<file path="config.mk">
export PLATFORM = sky130hd
export DESIGN_NAME = mux4_rr_arbiter
export DESIGN_NICKNAME = d
export VERILOG_FILES = /design/src/rtl/mux4_rr_arbiter.sv
export SDC_FILE = /design/constraint.sdc
export NUM_CORES = 1
export LEC_CHECK = 0
export ABC_CLOCK_PERIOD_IN_PS = 2100
export BUFFER_PORTS_ARGS = -buffer_cell sky130_fd_sc_hd__buf_2
export CAP_MARGIN = 20
export CORE_MARGIN = 5
export CORE_UTILIZATION = 40
export CTS_CLUSTER_SIZE = 14
export DETAILED_ROUTE_END_ITERATION = 10
export PLACE_DENSITY_LB_ADDON = 0.12
export SKIP_LAST_GASP = 1
export SYNTH_ARGS = -nofsm -noshare
export SYNTH_HDL_FRONTEND = slang
export SYNTH_SLANG_ARGS = --single-unit
</file>
<file path="constraint.sdc">
create_clock -name clk -period 2.1 [get_ports clk]
set_input_delay 0.63 -clock clk [delete_from_list [all_inputs] [get_ports clk]]
set_output_delay 0.63 -clock clk [all_outputs]
set_load 0.05 [all_outputs]
</file>
<file path="src/rtl/mux4_rr_arbiter.sv">
// Round-robin arbiter for three requesters sharing a WIDTH-bit 4:1 mux path, with registered select, grant and data outputs.
// Define MUX4_ARB_TIMEOUT_EN to force the grant to rotate after MAX_HOLD cycles when another requester is waiting.
module mux4_rr_arbiter #(
    parameter int WIDTH    = 8,
    parameter int MAX_HOLD = 4
) (
    input  logic             clk,
    input  logic             reset,
    input  logic [2:0]       req,
    input  logic [WIDTH-1:0] a1,
    input  logic [WIDTH-1:0] a2,
    input  logic [WIDTH-1:0] a3,
    output logic [1:0]       s,
    output logic [2:0]       gnt,
    output logic [WIDTH-1:0] y,
    output logic             y_valid
);

    typedef enum logic {IDLE = 1'b0, GRANT = 1'b1} state_t;

    state_t           state_reg, state_next;
    logic [1:0]       last_reg, last_next;
    logic [1:0]       s_reg, s_next;
    logic [2:0]       gnt_reg, gnt_next;
    logic [WIDTH-1:0] y_reg, y_next;
    logic             y_valid_reg, y_valid_next;
    logic [WIDTH-1:0] src_next;
    logic [2:0]       owner_mask;
    logic [2:0]       others;
    logic             owner_req;
    logic             new_grant;
    logic [1:0]       pick_all, pick_others;

    if (MAX_HOLD < 1) begin : g_bad_max_hold
        $error("mux4_rr_arbiter: MAX_HOLD must be >= 1");
    end

    // last_reg doubles as the current owner while in GRANT
    genvar gi;
    generate
        for (gi = 0; gi < 3; gi++) begin : g_owner
            assign owner_mask[gi] = (last_reg == 2'(gi));
        end
    endgenerate

    assign owner_req = |(req & owner_mask);
    assign others    = req & ~owner_mask;

    // First set bit of mask searching from last+1, wrapping through 0..2
    function automatic logic [1:0] rr_pick(input logic [2:0] mask, input logic [1:0] last);
        logic [1:0] c0, c1, c2;
        case (last)
            2'd0:    begin c0 = 2'd1; c1 = 2'd2; c2 = 2'd0; end
            2'd1:    begin c0 = 2'd2; c1 = 2'd0; c2 = 2'd1; end
            default: begin c0 = 2'd0; c1 = 2'd1; c2 = 2'd2; end
        endcase
        if (mask[c0])      return c0;
        else if (mask[c1]) return c1;
        else               return c2;
    endfunction

    assign pick_all    = rr_pick(req, last_reg);
    assign pick_others = rr_pick(others, last_reg);

`ifdef MUX4_ARB_TIMEOUT_EN
    localparam int HOLD_W = $clog2(MAX_HOLD + 1);

    logic [HOLD_W-1:0] hold_cnt_reg, hold_cnt_next;
    logic              hold_expired;

    assign hold_expired = (hold_cnt_reg == HOLD_W'(MAX_HOLD - 1));

    // A lone owner reaching the limit keeps the bus and starts a fresh window
    always_comb begin
        hold_cnt_next = hold_cnt_reg;
        if (new_grant) begin
            hold_cnt_next = '0;
        end else if (state_reg == GRANT) begin
            if (hold_expired)
                hold_cnt_next = '0;
            else if (hold_cnt_reg != HOLD_W'(MAX_HOLD))
                hold_cnt_next = hold_cnt_reg + 1'b1;
        end
    end

    always_ff @(posedge clk) begin
        if (reset)
            hold_cnt_reg <= '0;
        else
            hold_cnt_reg <= hold_cnt_next;
    end
`endif

    always_comb begin
        state_next = state_reg;
        last_next  = last_reg;
        new_grant  = 1'b0;
        case (state_reg)
            IDLE: begin
                if (|req) begin
                    state_next = GRANT;
                    last_next  = pick_all;
                    new_grant  = 1'b1;
                end
            end
            GRANT: begin
                if (!owner_req) begin
                    if (|req) begin
                        last_next = pick_all;
                        new_grant = 1'b1;
                    end else begin
                        state_next = IDLE;
                    end
                end
`ifdef MUX4_ARB_TIMEOUT_EN
                else if (hold_expired && (|others)) begin
                    last_next = pick_others;
                    new_grant = 1'b1;
                end
`endif
            end
            default: state_next = IDLE;
        endcase
    end

    always_comb begin
        case (last_next)
            2'd0:    src_next = a1;
            2'd1:    src_next = a2;
            default: src_next = a3;
        endcase
        s_next       = 2'b11;
        gnt_next     = 3'b000;
        y_next       = y_reg;
        y_valid_next = 1'b0;
        if (state_next == GRANT) begin
            s_next       = last_next;
            gnt_next     = 3'b001 << last_next;
            y_next       = src_next;
            y_valid_next = 1'b1;
        end
    end

    always_ff @(posedge clk) begin
        if (reset) begin
            state_reg   <= IDLE;
            last_reg    <= 2'd2;
            s_reg       <= 2'b11;
            gnt_reg     <= 3'b000;
            y_reg       <= '0;
            y_valid_reg <= 1'b0;
        end else begin
            state_reg   <= state_next;
            last_reg    <= last_next;
            s_reg       <= s_next;
            gnt_reg     <= gnt_next;
            y_reg       <= y_next;
            y_valid_reg <= y_valid_next;
        end
    end

    assign s       = s_reg;
    assign gnt     = gnt_reg;
    assign y       = y_reg;
    assign y_valid = y_valid_reg;

endmodule

</file>
==> flow_summary.toml <==
[power]
max-vdd-ir-drop_mv = 0.352
power.internal_uw = 496
power_switching_uw = 303
pwr-share-seq = 0.443
p_clk_frac = 0.202
p_total_uw = 799
power.density_mw_per_mm2 = 763
swShare = 0.379
leakage_nw = 0.492
p_comb_frac = 0.355

[global_route]
grt_pass1_vias = 677
antenna_found_initial = 0
grt.overflow.total = 0
track_usage = 0.141
grt_max_degree = 13
grt_first_pass_wirelength_mm = 2.92

[worst_setup_path]
path_cells = "buf_2 -> a21boi_0 -> o211a_1 -> a221o_1 -> a211oi_1 -> o21ai_0"
critPathCapture = "y[3]"
worstSetupPathType = "primary input to register"
cp.buffers_inverters = 1
cp.required_ns = 2.27
cpPeakStageDelay_ns = 0.42
startpoint_type = "primary input"
critPathMaxFanout = 9
r2r_setup_slack_ns = 0.43
cpMaxStageDelayCell = "a221o_1"
crit_family = "compound AO/OA/AOI/OAI gates"
reg2regPathDepth = 6
r2r_end = "y[1]"
startpoint = "req[1]"
arrival_ns = 1.90
cp_num_cells = 6
end_kind = "register"
r2r_start = "last_reg[0]"

[synthesis]
synthesis.area_sq_um = 769
yosysMostFrequentCell = "dfxtp_1"
syn-mean-instance-area_sq_um = 8.84
ys_seq_area_frac = 0.416
synth_top_cell_area_share = 0.416
yosysTopAreaCell = "dfxtp_1"
synth_seq_cells = 16
syn-num-nets = 116
synthTopCellsByArea = "dfxtp_1 42%, a211oi_2 9.8%, a21boi_0 8.8%"
synth_cell_types = 28
netlist_instances = 87
async_reset_ff_frac = 0
synth_flop_cell = "dfxtp_1"
yosys-top-cells-count = "16 x dfxtp_1, 12 x nand2_1, 10 x o21ai_0, 9 x a21boi_0"
synth_edf_count = 0
yosysWarningCount = 0

[run]
maxCapViolCount = 0

[floorplanning]
die_y_microns = 53.9
initial_core_util = 0.432
rows = 15
io_pins = 43
die_w_microns = 53.9
dieArea_sq_mm = 0.00290
coreArea_sq_mm = 0.00178

[cts]
clk_latency_ns = 0.28
cts_sinks = 16
clockBufferDepth = 2
ctsHoldBuffers = 0
cts.reportedPaths.clkPinSlew_ns = 0.09
cts_setup_buffers = 0
cts_buffers = 3
cts_root_buffer = "clkbuf_4"
cts.repair.resized = 0
cts_tree = "built"
htree_levels = 1

[final_layout]
n_antenna_cell = 0
nNetsFinal = 164
post-route-util = 0.587
largest_register_ffs = 8
fin_cells = 158
synthToLayoutAreaGrowth_pct = 35.9
fin_area_sq_mm = 0.00105
drive_above_1_share = 0.436

[sta]
tns_ns = 0
slew_headroom = 0.719
period_share = 0.822
hold_ws_ns = 0.453
slew_viol_final = 0
tightest_slew_ns = 0.421
clock_skew_ns = 0.00250
postLayoutSetupSlackWorst_ns = 0.374
max_freq_mhz = 579
finalHoldViolations = 0
period_minus_slack_ns = 1.73
setup_viol = 0
grt_setup_unrepaired = "false"

[placed_design]
io_buffers = 42
hpwl_mm = 1.61
dp_cells = 155
place_area_sq_mm = 0.00102
pre_cts_slack_ns = 0.0695
place_congestion = 0.802

[drt]
dr.pass1.iters = 3
drtAntennaViolNets = 0
first_iter_violations = 9
avgRoutedWirePerCell_microns = 13.0
viasPerCell = 5.16
drc = 0
routed_wl_mm = 2.06
vias = 815

[min_path]
min_from = "y[7]"
hp-class = "register to register"

[outcome]
status = "finished, final reports clean"
[power groups by stage]
stage	Clock, mW	Combinational (mW)	Sequential, mW
after floorplan	0	0.101	0.462
after global placement	0	0.282	0.360
after detailed placement	0	0.285	0.360
after CTS	0.164	0.286	0.354
after global routing	0.171	0.302	0.357
final	0.161	0.284	0.354
[worst min path at each step]
stage,endpoint,cells past startpoint,slack (ns)
after CTS,y[0],2,0.46
after global routing,y[2],2,0.48
final,y[7],2,0.45
after floorplan,y[0],2,0.66
after global placement,y[7],2,0.43
after detailed placement,y[0],2,0.44
[cell families after synthesis]
kind of cell,synth area share
flops,0.416
simple gates,0.153
buf+inv,0.0423
compound gates,0.377
xor+xnor,0.0114
[metal layers]
layer	wire, microns	vias up	GRT usage
li1	-	412	-
met1	898	372	0.188
met2	1010	29	0.220
met3	126	2	0.0249
met4	19	0	0.0638
met5	0	-	0
[cells in the final DEF (no fill, tap or decap), types with 2 or more instances in the layout]
cell type,synthesis,layout
inv_1,2,2
nor2_1,5,5
o21ai_0,10,10
o21ai_1,6,6
nand2_1,12,12
buf_2,1,42
clkbuf_4,0,3
a21boi_0,9,9
a211oi_1,2,2
buf_4,0,5
a211oi_2,6,6
dfxtp_1,16,16
[area by class of cell]
| class | instances | area [sq um] |
|---|---|---|
| inverters | 2 | 7.51 |
| flip-flops and latches | 16 | 320 |
| repair buffers | 47 | 248 |
| fillers | 179 | 737 |
| multi-input cells | 65 | 417 |
| well taps | 25 | 31.3 |
| clock buffers | 3 | 22.5 |
[worst min-delay path, stage by stage, from the launching register on]
cell,delay (ns)
dfxtp_1,0.32
nand2_1,0.05
o21ai_1,0.05
No activity file was read; power rests on OpenSTA's default activity.
